### src/rtl/i2s_pkg.sv
// i2s_pkg: shared widths and channel encoding for the oversampling I2S receiver.
package i2s_pkg;

    localparam int DATA_W_DEF      = 24;
    localparam int CNT_W_DEF       = 6;
    localparam int SYNC_STAGES_DEF = 2;

    typedef enum logic {
        CH_LEFT  = 1'b0,
        CH_RIGHT = 1'b1
    } ch_e;

endpackage

### src/rtl/i2s_oversample_rx_if.sv
// i2s_oversample_rx_if: stereo frame valid/ready bus toward the DSP path.
interface i2s_oversample_rx_if import i2s_pkg::*; #(
    parameter int DATA_W = DATA_W_DEF
) ();

    logic              out_valid;
    logic              out_ready;
    logic [DATA_W-1:0] ldata;
    logic [DATA_W-1:0] rdata;

    modport master (output out_valid, ldata, rdata, input out_ready);
    modport slave  (input out_valid, ldata, rdata, output out_ready);

endinterface

### src/rtl/i2s_oversample_rx_pin_sync.sv
// pin_sync: multi-flop synchronizer with a registered rising-edge strobe.
module pin_sync import i2s_pkg::*; #(
    parameter int SYNC_STAGES = SYNC_STAGES_DEF
) (
    input  logic clk,
    input  logic rst,
    input  logic d_i,
    output logic q_o,
    output logic rise_o
);

    logic [SYNC_STAGES-1:0] sync_q;
    logic                   dly_q;
    logic                   rise_q;

    // q_o is taken one flop later than the last sync stage so it lines up with rise_o
    always_ff @(posedge clk) begin
        if (rst) begin
            sync_q <= '0;
            dly_q  <= 1'b0;
            rise_q <= 1'b0;
        end else begin
            sync_q <= {sync_q[SYNC_STAGES-2:0], d_i};
            dly_q  <= sync_q[SYNC_STAGES-1];
            rise_q <= sync_q[SYNC_STAGES-1] & ~dly_q;
        end
    end

    assign q_o    = dly_q;
    assign rise_o = rise_q;

endmodule

### src/rtl/i2s_oversample_rx.sv
// i2s_oversample_rx: I2S slave receiver oversampling bck/lrck/adata in clk,
// assembling left/right words into stereo frames on a valid/ready bus.
module i2s_oversample_rx import i2s_pkg::*; #(
    parameter int DATA_W      = DATA_W_DEF,
    parameter int CNT_W       = CNT_W_DEF,
    parameter int SYNC_STAGES = SYNC_STAGES_DEF
) (
    input  logic                       clk,
    input  logic                       rst,
    input  logic                       bck,
    input  logic                       lrck,
    input  logic                       adata,
    i2s_oversample_rx_if.master        out_if,
    output logic                       synced,
    output logic                       overflow,
    input  logic                       ovf_clr
);

    logic              bck_s, bck_rise, ws, sd;
    logic              lrck_rise_unused, adata_rise_unused;
    logic [DATA_W-1:0] shreg_q, shreg_d, shreg_bit;
    logic [CNT_W-1:0]  cnt_q, cnt_d;
    ch_e               ws_prev_q, ws_prev_d;
    logic [DATA_W-1:0] lhold_q, lhold_d;
    logic              left_ok_q, left_ok_d;
    logic              synced_q, synced_d;
    logic              overflow_q, overflow_d;
    logic              out_valid_q, out_valid_d;
    logic [DATA_W-1:0] ldata_q, ldata_d;
    logic [DATA_W-1:0] rdata_q, rdata_d;
    logic              ws_chg, left_done, right_done, frame, load, drop;

    pin_sync #(.SYNC_STAGES(SYNC_STAGES)) u_bck (
        .clk(clk), .rst(rst), .d_i(bck), .q_o(bck_s), .rise_o(bck_rise)
    );
    pin_sync #(.SYNC_STAGES(SYNC_STAGES)) u_lrck (
        .clk(clk), .rst(rst), .d_i(lrck), .q_o(ws), .rise_o(lrck_rise_unused)
    );
    pin_sync #(.SYNC_STAGES(SYNC_STAGES)) u_adata (
        .clk(clk), .rst(rst), .d_i(adata), .q_o(sd), .rise_o(adata_rise_unused)
    );

    // Slot bits past DATA_W never match a position and are dropped
    always_comb begin
        shreg_bit = shreg_q;
        for (int i = 0; i < DATA_W; i++)
            if (cnt_q == CNT_W'(DATA_W - 1 - i)) shreg_bit[i] = sd;
    end

    // Every strobe is a bit of slot ws_prev; a ws change marks that slot's LSB
    always_comb begin
        ws_chg      = bck_rise && (ch_e'(ws) != ws_prev_q);
        left_done   = ws_chg && (ws_prev_q == CH_LEFT);
        right_done  = ws_chg && (ws_prev_q == CH_RIGHT);
        frame       = right_done && left_ok_q;
        load        = frame && (!out_valid_q || out_if.out_ready);
        drop        = frame && !load;
        shreg_d     = !bck_rise ? shreg_q : ws_chg ? '0 : shreg_bit;
        cnt_d       = !bck_rise ? cnt_q : ws_chg ? '0 : (&cnt_q ? cnt_q : cnt_q + CNT_W'(1));
        ws_prev_d   = bck_rise ? ch_e'(ws) : ws_prev_q;
        lhold_d     = left_done ? shreg_bit : lhold_q;
        left_ok_d   = left_done ? synced_q : right_done ? 1'b0 : left_ok_q;
        synced_d    = synced_q | right_done;
        overflow_d  = drop | (overflow_q & ~ovf_clr);
        out_valid_d = load | (out_valid_q & ~out_if.out_ready);
        ldata_d     = load ? lhold_q : ldata_q;
        rdata_d     = load ? shreg_bit : rdata_q;
    end

    always_ff @(posedge clk) begin
        if (rst) begin
            shreg_q     <= '0;
            cnt_q       <= '0;
            ws_prev_q   <= CH_LEFT;
            lhold_q     <= '0;
            left_ok_q   <= 1'b0;
            synced_q    <= 1'b0;
            overflow_q  <= 1'b0;
            out_valid_q <= 1'b0;
            ldata_q     <= '0;
            rdata_q     <= '0;
        end else begin
            shreg_q     <= shreg_d;
            cnt_q       <= cnt_d;
            ws_prev_q   <= ws_prev_d;
            lhold_q     <= lhold_d;
            left_ok_q   <= left_ok_d;
            synced_q    <= synced_d;
            overflow_q  <= overflow_d;
            out_valid_q <= out_valid_d;
            ldata_q     <= ldata_d;
            rdata_q     <= rdata_d;
        end
    end

    assign out_if.out_valid = out_valid_q;
    assign out_if.ldata     = ldata_q;
    assign out_if.rdata     = rdata_q;
    assign synced           = synced_q;
    assign overflow         = overflow_q;

    // bck level itself is only consumed through the edge strobe
    logic bck_level_unused;
    assign bck_level_unused = bck_s;

endmodule

### src/flat_wrapper.sv
// flat-port wrapper written by rule: the top's interface ports become plain ports
module i2s_oversample_rx_flat import i2s_pkg::*;
#(
    parameter int DATA_W      = DATA_W_DEF,
    parameter int CNT_W       = CNT_W_DEF,
    parameter int SYNC_STAGES = SYNC_STAGES_DEF
)
  (clk, rst, bck, lrck, adata, synced, overflow, ovf_clr, out_if_out_valid, out_if_ldata, out_if_rdata, out_if_out_ready);
  i2s_oversample_rx_if #(.DATA_W(DATA_W)) out_if_i ();
  input  logic clk;
  input  logic rst;
  input  logic bck;
  input  logic lrck;
  input  logic adata;
  output logic synced;
  output logic overflow;
  input  logic ovf_clr;
  output wire logic [$bits(out_if_i.out_valid)-1:0] out_if_out_valid;
  output wire logic [$bits(out_if_i.ldata)-1:0] out_if_ldata;
  output wire logic [$bits(out_if_i.rdata)-1:0] out_if_rdata;
  input wire logic [$bits(out_if_i.out_ready)-1:0] out_if_out_ready;
  assign out_if_out_valid = out_if_i.out_valid;
  assign out_if_ldata = out_if_i.ldata;
  assign out_if_rdata = out_if_i.rdata;
  assign out_if_i.out_ready = out_if_out_ready;
  i2s_oversample_rx #(.DATA_W(DATA_W), .CNT_W(CNT_W), .SYNC_STAGES(SYNC_STAGES)) u_core (.clk(clk), .rst(rst), .bck(bck), .lrck(lrck), .adata(adata), .out_if(out_if_i), .synced(synced), .overflow(overflow), .ovf_clr(ovf_clr));
endmodule
### config.mk
export PLATFORM = sky130hd
export DESIGN_NAME = i2s_oversample_rx_flat
export DESIGN_NICKNAME = d
export VERILOG_FILES = /design/src/rtl/i2s_pkg.sv /design/src/rtl/i2s_oversample_rx_if.sv /design/src/rtl/i2s_oversample_rx_pin_sync.sv /design/src/rtl/i2s_oversample_rx.sv /design/src/flat_wrapper.sv
export SDC_FILE = /design/constraint.sdc
export NUM_CORES = 1
export LEC_CHECK = 0
export ABC_AREA = 1
export BUFFER_PORTS_ARGS = -buffer_cell sky130_fd_sc_hd__buf_2
export CAP_MARGIN = 10
export CORE_ASPECT_RATIO = 0.5
export CORE_MARGIN = 2
export CORE_UTILIZATION = 29
export DETAILED_ROUTE_END_ITERATION = 6
export PLACE_DENSITY = 0.5
export SLEW_MARGIN = 10
export SYNTH_ARGS = -nofsm -noshare
export SYNTH_HDL_FRONTEND = slang
export SYNTH_HIERARCHICAL = 1
export SYNTH_SLANG_ARGS = --single-unit
### constraint.sdc
create_clock -name clk -period 2.5 [get_ports clk]
set_input_delay 0.125 -clock clk [delete_from_list [all_inputs] [get_ports clk]]
set_output_delay 0.125 -clock clk [all_outputs]
set_load 0.02 [all_outputs]
==> metrics.txt <==
cell mode on critical path=nand2_1; Routed wire per std cell=12.6 µm; Max Root-Sink Buffers=2; Die ar.=roughly 18,000 µm²; WP data required=around 2.8 ns; fin crit share=0.690; GR Util met2=0.206; layout cells sized above 1=0.144; CORE AREA=16,600 µm²; initial core utilization=0.302; pins over their slew limit=0; IO Pins=58; final setup vio count=0; CP Class=flip-flop to flip-flop; die width=approximately 190 µm; Hold Crit Class=input port to flip-flop; Worst Path Buf+Inv=3; clk root buf=clkbuf_16; drt first-iter violations=~310; clock-pin transition on the worst setup and hold timing paths=~0.060 ns; global-route met3 utilization=0.0336; total of max-cap violations=0; fmax=~0.58 GHz; Crit-path slowest cell=dfxtp_1; Min-Delay Path Depth=4; Port Buffers=57; Syn Nets=between 700 and 800; Routed WL=12.7 mm; P per Cell Area=735 nW/µm²; CTS Buf Count=17; critical path capture point type=flip-flop; drt drc=0; worst r2r path cells=6; Final nets=roughly 800; Tightest Pin Transition=between 0.7 and 0.8 ns; n_diodes=0; first-pass GRT wire length=21.3 mm; largest net degree at the start of global routing=between 60 and 70; clock sink count=approximately 120; P_leak=roughly 2.9 nW; post-CTS sizing=0; Synth-to-Final Area Change=21.5%; DR vias/cell=~4.5; vias in the first global route=around 4,200; RSZ-0062 raised after global routing=no; Mapped Area=5020 µm²; Mean Syn Cell Area=6.95 µm²; CP delay by family, top=simple AND/OR/NAND/NOR gates; number of H-tree levels=4; initial antenna violation count=0; Clock Skew=0.00932 ns; launching point of the worst reg2reg path=u_core/u_bck/rise_o$_SDFF_PP0_; met1 Usage GRT=0.211; Post-DP HPWL=around 8.5 mm; die height=97.1 µm; CTS tree=yes; Post-Synthesis Cells=about 720; Final min period=between 1.5 and 2 ns; Overflow after GRT=0; worst reg2reg setup slack=0.77 ns; row count=33; via count=4,499; relative slew slack=0.512; setup_tns=0 ns; worst flop-to-flop path endpoint=u_core/lhold_q[8]$_SDFFE_PP0P_; min-delay src=ovf_clr; drt first pass iters=5; Post-CTS Repair Setup Buffers=0; RePlAce Congestion=slightly above 0.8; outcome=finished clean; crit-path max cell delay=0.47 ns; worst ir drop on vdd=between 0.0004 and 0.0005 V; overall routing resource usage=0.145; final hold violation count=0; fin util=0.367; CP Data Arrival Time=around 2.0 ns; Startpoint Class=flip-flop; CP max FO=42; Worst Hold Path EP=u_core/overflow$_SDFF_PP0_; hold slack=roughly 0.016 ns; Power Total=0.00449 W; clock latency at the later pin of the worst-skew pair=0.41 ns; Routed Antenna Nets=0; Yosys warning count=6; busiest grt layer=met1; CP Cell Sequence=nand3_1, inv_2, buf_4, nand2_1, nand2_1, inv_1
## worst register-to-register path, stage by stage, from the launching register on
cell	delay, ns
dfxtp_1	0.47
nand3_1	0.36
inv_2	0.11
buf_4	0.39
nand2_1	0.18
nand2_1	0.08
inv_1	0.03
## through the flow
stage,worst slack [ns],std cells,area (µm²)
finish,0.774,1010,6100
CTS,0.769,1010,6100
detailed placement,0.779,975,5460
global route,0.546,1010,6100
global placement,0.763,975,5460
floorplan,1.14,723,5020
## per-layer routing
metal	vias up	share of wire
met5	-	0
met4	0	0.011
met3	12	0.042
met2	80	0.39
met1	2018	0.55
li1	2389	-
## power breakdown
part	leakage [nW]	internal [W]	switching, W
Sequential	0.944	0.00187	0.00000637
Combinational	1.63	0.0000243	0.0000612
Clock	0.300	0.00152	0.00100
## cell usage in the layout (no fill, tap or decap), types with 17 or more instances in the layout
cell type  count
nand4_1       21
clkbuf_16     17
nand2_1      142
o21ai_0       53
a21oi_1       50
inv_1         74
nand3_1       55
nor2_1       137
buf_2         57
dfxtp_1      117
## state kept, by name (all words and copies together) (netlist names), 2 cells and up
register and count:
u_core/u_adata/sync_q 2, u_core/out_if.ldata 24, u_core/cnt_q 6, u_core/u_bck/sync_q 2
u_core/lhold_q 24, u_core/u_lrck/sync_q 2, u_core/shreg_q 24, u_core/out_if.rdata 24
## area by class of cell
| class | instances | area (µm²) |
|---|---|---|
| sequential | 117 | 2340 |
| inverter | 80 | 300 |
| clock buffer | 17 | 425 |
| timing repair buffer | 71 | 410 |
| fill | 1772 | 10500 |
| clock inverter | 15 | 184 |
| multi-input combinational | 483 | 2160 |
| tap | 227 | 284 |
## worst max-delay path by stage
stage / startpoint / endpoint / slack, ns / depth (start not counted)
finish: u_core/u_bck/rise_o$_SDFF_PP0_ / u_core/lhold_q[8]$_SDFFE_PP0P_ / 0.77 / 6
global route: u_core/u_bck/rise_o$_SDFF_PP0_ / u_core/lhold_q[7]$_SDFFE_PP0P_ / 0.55 / 7
CTS: u_core/u_bck/rise_o$_SDFF_PP0_ / u_core/lhold_q[18]$_SDFFE_PP0P_ / 0.77 / 7
detailed placement: u_core/u_bck/rise_o$_SDFF_PP0_ / u_core/lhold_q[8]$_SDFFE_PP0P_ / 0.78 / 6
global placement: u_core/u_bck/rise_o$_SDFF_PP0_ / u_core/lhold_q[2]$_SDFFE_PP0P_ / 0.76 / 7
floorplan: u_core/cnt_q[0]$_SDFFE_PP0P_ / u_core/lhold_q[17]$_SDFFE_PP0P_ / 1.14 / 8
## timing repair
action	CTS	global route
hold endpoints to repair	3	0
setup endpoints to repair	0	0
hold buffers	3	0
Note: power is estimated with default switching activity, not from simulation.
